$ cat config.mk
export PLATFORM = sky130hd
export DESIGN_NAME = reflet_cmd_register
export DESIGN_NICKNAME = d
export VERILOG_FILES = /design/src/rtl/reflet_periph_pkg.sv /design/src/rtl/reflet_sat_counter.sv /design/src/rtl/reflet_cmd_register.sv
export SDC_FILE = /design/constraint.sdc
export NUM_CORES = 1
export LEC_CHECK = 0
export CAP_MARGIN = 25
export CORE_MARGIN = 2
export CORE_UTILIZATION = 33
export DETAILED_ROUTE_END_ITERATION = 7
export PLACE_DENSITY_LB_ADDON = 0.05
export SETUP_SLACK_MARGIN = 0.05
export SLEW_MARGIN = 10
export SYNTH_ARGS = -nofsm -noshare
export SYNTH_HDL_FRONTEND = slang
export SYNTH_SLANG_ARGS = --single-unit
$ cat constraint.sdc
create_clock -name clk -period 5.25 [get_ports clk]
set_clock_uncertainty 0.2 [all_clocks]
set_input_delay 1.575 -clock clk [delete_from_list [all_inputs] [get_ports clk]]
set_output_delay 1.575 -clock clk [all_outputs]
set_load 0.01 [all_outputs]
$ cat src/rtl/reflet_periph_pkg.sv
// reflet_periph_pkg: shared status-byte layout, register offsets and handshake state encodings
package reflet_periph_pkg;
    localparam int STAT_PENDING_BIT  = 0;
    localparam int STAT_OVERFLOW_BIT = 1;
    localparam int STAT_CNT_LSB      = 4;
    localparam int STAT_CNT_W        = 4;
    localparam int CMD_OFFSET        = 0;
    localparam int STAT_OFFSET       = 1;
    typedef enum logic {
        STATE_IDLE    = 1'b0,
        STATE_PENDING = 1'b1
    } state_t;
endpackage

$ cat src/rtl/reflet_sat_counter.sv
// reflet_sat_counter: up-counter with synchronous clear that saturates at all-ones
module reflet_sat_counter #(
    parameter int width = 4
) (
    input  logic             clk,
    input  logic             reset,
    input  logic             inc,
    input  logic             clr,
    output logic [width-1:0] value
);
    always_ff @(posedge clk) begin
        if (reset || clr)
            value <= '0;
        else if (inc && value != '1)
            value <= value + width'(1);
    end
endmodule

$ cat src/rtl/reflet_cmd_register.sv
// reflet_cmd_register: bus-writable command byte with valid/ack handshake and dropped-write tracking
module reflet_cmd_register
    import reflet_periph_pkg::*;
#(
    parameter int                   addr_size   = 16,
    parameter logic [addr_size-1:0] reg_addr    = '0,
    parameter logic [7:0]           reset_value = 8'h00,
    parameter logic [7:0]           clear_mask  = 8'h00
) (
    input  logic                 clk,
    input  logic                 reset,
    input  logic                 enable,
    input  logic [addr_size-1:0] addr,
    input  logic                 write_en,
    input  logic [7:0]           data_in,
    output logic [7:0]           data_out,
    output logic [7:0]           cmd,
    output logic                 cmd_valid,
    input  logic                 cmd_ack
);
    // Status address wraps modulo 2^addr_size.
    localparam logic [addr_size-1:0] CMD_ADDR  = addr_size'(reg_addr + CMD_OFFSET);
    localparam logic [addr_size-1:0] STAT_ADDR = addr_size'(reg_addr + STAT_OFFSET);

    state_t                  state, state_nxt;
    logic [7:0]              cmd_reg, cmd_nxt, status;
    logic                    overflow, drop, stat_clr, pending;
    logic [STAT_CNT_W-1:0]   drop_cnt;
    logic                    wr_cmd, wr_stat, rd_cmd, rd_stat;

    assign wr_cmd    = enable &  write_en & (addr == CMD_ADDR);
    assign wr_stat   = enable &  write_en & (addr == STAT_ADDR);
    assign rd_cmd    = enable & ~write_en & (addr == CMD_ADDR);
    assign rd_stat   = enable & ~write_en & (addr == STAT_ADDR);
    assign stat_clr  = wr_stat & data_in[1];
    assign pending   = (state == STATE_PENDING);
    assign cmd       = cmd_reg;
    assign cmd_valid = pending;

    always_comb begin
        state_nxt = state;
        cmd_nxt   = cmd_reg;
        drop      = 1'b0;
        if (!pending) begin
            if (wr_cmd) begin
                cmd_nxt   = data_in;
                state_nxt = STATE_PENDING;
            end
        end else if (wr_cmd) begin
            // A write coinciding with the ack replaces the consumed command and stays pending.
            cmd_nxt = cmd_ack ? data_in : cmd_reg;
            drop    = ~cmd_ack;
        end else if (cmd_ack) begin
            cmd_nxt   = cmd_reg & ~clear_mask;
            state_nxt = STATE_IDLE;
        end
    end

    always_comb begin
        status                                 = '0;
        status[STAT_PENDING_BIT]               = pending;
        status[STAT_OVERFLOW_BIT]              = overflow;
        status[STAT_CNT_LSB +: STAT_CNT_W]     = drop_cnt;
    end

    always_ff @(posedge clk) begin
        if (reset) begin
            state    <= STATE_IDLE;
            cmd_reg  <= reset_value;
            overflow <= 1'b0;
            data_out <= 8'h00;
        end else begin
            state    <= state_nxt;
            cmd_reg  <= cmd_nxt;
            overflow <= stat_clr ? 1'b0 : (overflow | drop);
            data_out <= rd_cmd ? cmd_reg : rd_stat ? status : 8'h00;
        end
    end

    reflet_sat_counter #(.width(STAT_CNT_W)) u_drop_cnt (
        .clk   (clk),
        .reset (reset),
        .inc   (drop),
        .clr   (stat_clr),
        .value (drop_cnt)
    );
endmodule

==> results of run 1 <==
[synth_stat cells, types with 2 or more instances]
cell / count / area share [%]
sky130_fd_sc_hd__nor2b_1: 2 / 1.3
sky130_fd_sc_hd__a21oi_1: 10 / 5.0
sky130_fd_sc_hd__buf_4: 2 / 1.5
sky130_fd_sc_hd__nor3_1: 2 / 1.0
sky130_fd_sc_hd__a31oi_1: 2 / 1.3
sky130_fd_sc_hd__nand3_1: 10 / 5.0
sky130_fd_sc_hd__or3_1: 3 / 1.9
sky130_fd_sc_hd__and2_1: 2 / 1.3
sky130_fd_sc_hd__nand4_1: 5 / 3.1
sky130_fd_sc_hd__nor4b_4: 2 / 4.8
sky130_fd_sc_hd__dfxtp_1: 22 / 44
sky130_fd_sc_hd__nor4_4: 2 / 4.3
sky130_fd_sc_hd__o21ai_0: 10 / 5.0
sky130_fd_sc_hd__a22o_1: 6 / 5.3
sky130_fd_sc_hd__nor2_1: 4 / 1.5
[layout by cell type, fill, tap and decap left out, drive strengths merged]
master and n:
or3 3, a31oi 2, bufinv 1, nor4 3, nand3b 1, o21ai 10, nor3 3, nand3 10
nand2 1, dfxtp 22, inv 1, ha 1, nand2b 1, a41oi 1, nor2b 2, nand4 5
nor4b 2, o21bai 1, clkdlybuf4s50 45, nor2 5, nand4b 1, a22o 6, and2 2, nor4bb 1
a21oi 11, nor3b 1, and4b 1, clkbuf 3, and4 1, and3 1
[metal layers]
layer | part of all wire [%] | GRT usage (%) | up-vias | routed length (µm)
li1 | - | - | 487 | -
met1 | 42 | 19.2 | 454 | 1110
met2 | 51 | 29.8 | 34 | 1340
met3 | 6.0 | 3.93 | 2 | 158
met4 | 0.34 | 3.57 | 0 | 9
met5 | 0 | 0 | - | 0
[per-stage QoR]
stage,power [mW],util (%),std cells,setup WS [ns]
floorplan,0.178,-,102,2.39
global placement,0.203,52.4,175,1.74
finish,0.329,54.2,179,2.03
CTS,0.333,54.2,179,2.02
global route,0.341,54.2,179,1.89
detailed placement,0.204,52.4,175,1.70
[logic make-up (layout without fill, tap and decap cells)]
kind of cell / Yosys count / count (layout) / share of synthesized area (%)
AND/OR/NAND/NOR: 44 / 44 / 33.3
adder cells (fa/ha/maj): 1 / 1 / 1.25
buffers and inverters: 4 / 50 / 2.25
flip-flops: 22 / 22 / 44.1
AO/OA/AOI/OAI: 31 / 31 / 19.0
[cell type report]
type / instances / area, µm²
Fill cell: 278 / 1280
Multi-Input combinational cell: 76 / 536
Timing Repair Buffer: 45 / 450
Sequential cell: 22 / 440
Tap cell: 31 / 38.8
Clock inverter: 1 / 30.0
Clock buffer: 3 / 22.5
Inverter: 1 / 3.75
[power by group through the flow]
stage	Sequential, mW	Clock [mW]	Combinational, mW
after floorplan	0.171	0	0.00690
after global placement	0.171	0	0.0329
after detailed placement	0.171	0	0.0335
after CTS	0.167	0.132	0.0337
after global routing	0.167	0.139	0.0356
final	0.167	0.129	0.0336
[path summary, 6_finish.rpt]
check / from / endpoint / cells after the start
worst max-delay path: addr[1] / data_out[7]$_SDFF_PP0_ / 5
worst min-delay path: overflow$_SDFF_PP0_ / data_out[1]$_SDFF_PP0_ / 1
worst max register to register: cmd_valid$_SDFF_PP0_ / u_drop_cnt.value[1]$_SDFFE_PP0P_ / 4
worst min register to register: overflow$_SDFF_PP0_ / data_out[1]$_SDFF_PP0_ / 1
==> flow_summary.json, run 1 <==
{
  "ctsLongestPathBuffers": 2,
  "critical_path.startpoint_type": "input port",
  "dp_hpwl_mm": 2.06,
  "cp.buffers_inverters": 1,
  "dpl_cell_area_um2": 1470,
  "synth_area_per_cell_um2": 9.79,
  "antenna_violations_before_repair": 0,
  "cp_top_family": "simple AND/OR/NAND/NOR gates",
  "groute.usage.overall_pct": 16.3,
  "net-switching-power_mw": 0.0635,
  "design.portCount": 46,
  "cts_hold_repair.buffers": 0,
  "clockRootBuffer": "sky130_fd_sc_hd__clkbuf_4",
  "worst-endpoint-arrival_ns": 3.28,
  "y_dimension_of_the_die_um": 59.0,
  "hp-class": "reg -> reg",
  "power_frac_seq_pct": 50.7,
  "power.combinational.fraction_pct": 10.2,
  "syn_to_layout_area_delta_pct": 52.4,
  "critical_path.most_common_cell": "sky130_fd_sc_hd__nor4b_4",
  "period_needed_ns": 3.22,
  "maxCapViolCount": 0,
  "design_internal_power_mw": 0.266,
  "maxSlewViolCount": 0,
  "io_buffers": 45,
  "asyncSetResetFlopFracSynth_pct": 0,
  "avgRoutedWirePerCell_um": 14.6,
  "tightestPinTransition_ns": 0.485,
  "grt_max_degree": 14,
  "status": "finished, final reports clean",
  "clock_insertion_delay_worst_skew_ns": 0.30,
  "grt_setup_unrepaired": "false",
  "synth_edf_count": 0,
  "numClockSinks": 22,
  "postCtsSetupRepairBufs": 0,
  "mappedNetlistNets": 132,
  "drt-vias-per-instance": 5.46,
  "finalSetupViolCount": 0,
  "first_global_vias": 963,
  "remaining_drc_errors": 0,
  "yosys.cell_types.count": 33,
  "maxClockFrequency_ghz": 0.311,
  "nNetsFinal": 179,
  "clock_tree_from_tritoncts": "yes",
  "grt_first_pass_wirelength_mm": 4.36,
  "post_cts_resized": 0,
  "worst_hold_slack_ns": 0.286,
  "cell_area_after_technology_mapping_um2": 998,
  "flip_flop_cell_with_the_highest_count_after_synthesis": "sky130_fd_sc_hd__dfxtp_1",
  "first_drt_iteration_drcs": 26,
  "cpPeakStageDelay_ns": 0.47,
  "cts.htree.levels": 1,
  "global_route.overflow_total": 0,
  "vias": 977,
  "clkSlewWorstSetupHoldPaths_ns": 0.12,
  "synthesis.instances": 102,
  "finalHoldViolCount": 0,
  "diode_count": 0,
  "pwr_density_cell_nw_per_um2": 216,
  "seq_area_frac_synth_pct": 44.1,
  "relSlewSlack_pct": 67.5,
  "post-route-cell-area_um2": 1520,
  "pwr-share-clk_pct": 39.1,
  "cp.required_ns": 5.31,
  "flip_flop_and_latch_count_after_synthesis": 22,
  "layout-drive-gt1-share_pct": 8.11,
  "routability_congestion_estimate_from_global_placement": 0.791,
  "core_area_um2": 2810,
  "r2r_setup_slack_ns": 3.51,
  "drtPass1Iterations": 4,
  "routed_wirelength_mm": 2.62,
  "swShare_pct": 19.3,
  "die_w_um": 59.0,
  "floorplan.rows": 19,
  "ys_warnings": 0,
  "dieArea_um2": 3480,
  "fin_setup_tns_ns": 0,
  "power.leakage_nw": 0.494,
  "timing.critical_path.slowest_stage_cell": "sky130_fd_sc_hd__clkdlybuf4s50_1",
  "worst_supply_voltage_drop_on_vdd_mv": 0.105,
  "crit_chain": "clkdlybuf4s50_1 > nor4b_4 > nand4_1 > nor4b_4 > a22o_1",
  "antenna_violating_nets_post_route": 0,
  "crit_path_max_fanout": 6,
  "critical_path.endpoint_type": "flop",
  "period_share_pct": 61.3,
  "timing.setup.critical_path_class": "in -> reg",
  "initial_core_util_pct": 35.6,
  "cts_inserted_buffers": 3
}
Note: power is estimated with default switching activity, not from simulation.
==> run 2: changes to the inputs <==
- clock period: 5.25 -> 2.8 ns (I/O delays scaled with it)
==> run 2 against run 1 <==
Against the previous run: final area increased by 2.5%; flip-flop and latch count unchanged; die area unchanged; utilization increased by 1.3 points; largest cell class unchanged; largest power group unchanged; highest routed layer unchanged.
==> flow_summary.json, run 2 (synthesized netlist as in run 1, its figures left out) <==
{
  "cts.htree.levels": 1,
  "status": "finished, final reports clean",
  "remaining_drc_errors": 0,
  "mostFrequentLayoutCell": "sky130_fd_sc_hd__clkdlybuf4s50_1",
  "global_route.overflow_total": 0,
  "antenna_violations_before_repair": 0,
  "maxSlewViolCount": 0,
  "cp.required_ns": 2.86,
  "vias": 1010,
  "capture_endpoint_of_the_worst_hold_path": "data_out[3]$_SDFF_PP0_",
  "clock_insertion_delay_worst_skew_ns": 0.30,
  "io_buffers": 45,
  "core_area_um2": 2810,
  "hp-start": "cmd[3]$_SDFFE_PP0P_",
  "ctsLongestPathBuffers": 2,
  "finalHoldViolCount": 0,
  "layout_common_cells": "45 x sky130_fd_sc_hd__clkdlybuf4s50_1, 22 x sky130_fd_sc_hd__dfxtp_1, 10 x sky130_fd_sc_hd__a21oi_1, 10 x sky130_fd_sc_hd__nand3_1, 10 x sky130_fd_sc_hd__o21ai_0",
  "first_drt_iteration_drcs": 28,
  "crit_chain": "clkdlybuf4s50_1 > nor4_4 > nand4_1 > nor4b_4 > a22o_1",
  "timing.setup.critical_path_class": "in -> reg",
  "use_met2_pct": 28.9,
  "hold_path_depth": 1,
  "power.leakage_nw": 0.519,
  "y_dimension_of_the_die_um": 59.0,
  "drt-vias-per-instance": 5.49,
  "timing.critical_path.slowest_stage_cell": "sky130_fd_sc_hd__clkdlybuf4s50_1",
  "initial_core_util_pct": 35.6,
  "routability_congestion_estimate_from_global_placement": 0.826,
  "grt_setup_unrepaired": "false",
  "maxCapViolCount": 0,
  "critical_path.startpoint_type": "input port",
  "cpPeakStageDelay_ns": 0.44,
  "maxClockFrequency_ghz": 0.412,
  "antenna_violating_nets_post_route": 0,
  "finalSetupViolCount": 0,
  "die_w_um": 59.0,
  "cts_hold_repair.buffers": 0,
  "r2r_setup_slack_ns": 1.18,
  "swShare_pct": 19.5,
  "grt_use_met3_pct": 3.28,
  "clockRootBuffer": "sky130_fd_sc_hd__clkbuf_4",
  "clkSlewWorstSetupHoldPaths_ns": 0.13,
  "nNetsFinal": 184,
  "numClockSinks": 22,
  "cts_inserted_buffers": 3,
  "dp_hpwl_mm": 2.09,
  "period_share_pct": 86.7,
  "avgRoutedWirePerCell_um": 14.4,
  "routed_wirelength_mm": 2.65,
  "floorplan.rows": 19,
  "syn_to_layout_area_delta_pct": 56.1,
  "worst-endpoint-arrival_ns": 2.48,
  "postCtsSetupRepairBufs": 0,
  "tightestPinTransition_ns": 0.395,
  "critical_path.endpoint_type": "flop",
  "grt_max_degree": 14,
  "globalRouteMet1Util_pct": 19.9,
  "grt_first_pass_wirelength_mm": 4.38,
  "worst_r2r_path_depth": 5,
  "net-switching-power_mw": 0.121,
  "groute.usage.overall_pct": 16.5,
  "rr_startpoint": "u_drop_cnt.value[0]$_SDFFE_PP0P_",
  "post_cts_resized": 0,
  "design_internal_power_mw": 0.501,
  "worst_hold_slack_ns": 0.300,
  "fin_setup_tns_ns": 0,
  "first_global_vias": 980,
  "diode_count": 0,
  "power.combinational.fraction_pct": 10.6,
  "period_needed_ns": 2.43,
  "relSlewSlack_pct": 73.6,
  "worst_supply_voltage_drop_on_vdd_mv": 0.184,
  "busiest_layer_in_global_routing": "met2",
  "clock_tree_from_tritoncts": "yes",
  "design.portCount": 46,
  "hp-class": "reg -> reg",
  "critical_path.reg2reg.endpoint": "u_drop_cnt.value[0]$_SDFFE_PP0P_",
  "pwr-share-clk_pct": 39.1,
  "drtPass1Iterations": 4,
  "power_frac_seq_pct": 50.3,
  "pwr_density_cell_nw_per_um2": 399,
  "crit_path_max_fanout": 6,
  "dieArea_um2": 3480,
  "layout-drive-gt1-share_pct": 11.1
}
-- run 2: cell count changes in the layout (fill, tap and decap cells not counted) --
cell and change:
sky130_fd_sc_hd__buf_4 +5
-- run 2: power by group through the flow --
| stage | registers, mW | clock network [mW] | logic (mW) |
|---|---|---|---|
| global placement | 0.320 | 0 | 0.0652 |
| finish | 0.313 | 0.243 | 0.0658 |
| global route | 0.313 | 0.263 | 0.0702 |
| floorplan | 0.320 | 0 | 0.0129 |
| detailed placement | 0.320 | 0 | 0.0658 |
| CTS | 0.313 | 0.248 | 0.0662 |
-- run 2: cell type report --
cell class,instances,area (µm²)
Clock inverter,1,30.0
Inverter,1,3.75
Fill cell,284,1250
Tap cell,31,38.8
Timing Repair Buffer,50,488
Sequential cell,22,440
Clock buffer,3,22.5
Multi-Input combinational cell,76,536
-- run 2: how the worst max path moves through the flow --
stage | to | cells past startpoint | slack, ns | from
floorplan | u_drop_cnt.value[0]$_SDFFE_PP0P_ | 4 | 0.68 | addr[13]
global placement | u_drop_cnt.value[2]$_SDFFE_PP0P_ | 5 | 0.07 | addr[13]
detailed placement | u_drop_cnt.value[2]$_SDFFE_PP0P_ | 5 | 0.03 | addr[13]
CTS | u_drop_cnt.value[2]$_SDFFE_PP0P_ | 5 | 0.36 | addr[13]
global route | u_drop_cnt.value[2]$_SDFFE_PP0P_ | 5 | 0.27 | addr[5]
finish | data_out[4]$_SDFF_PP0_ | 5 | 0.37 | addr[13]
-- run 2: per-stage QoR --
stage	worst slack [ns]	utilization [%]	std cells	power (mW)	instance area [µm²]
global route	0.266	55.6	184	0.646	1560
global placement	0.0714	53.7	180	0.385	1510
CTS	0.362	55.6	184	0.627	1560
floorplan	0.679	-	102	0.333	998
detailed placement	0.0305	53.7	180	0.386	1510
finish	0.373	55.6	184	0.622	1560
-- run 2: critical path, delay by kind of cell --
kind            cells  cell delay (ns)
compound gates      1             0.20
simple gates        3             1.00
buf+inv             1             0.44
-- run 2: metal layers --
layer  wire [µm]  share of wire (%)
met3         122                4.6
met1        1190                 45
met2        1310                 50
met4          17               0.64
met5           0                  0
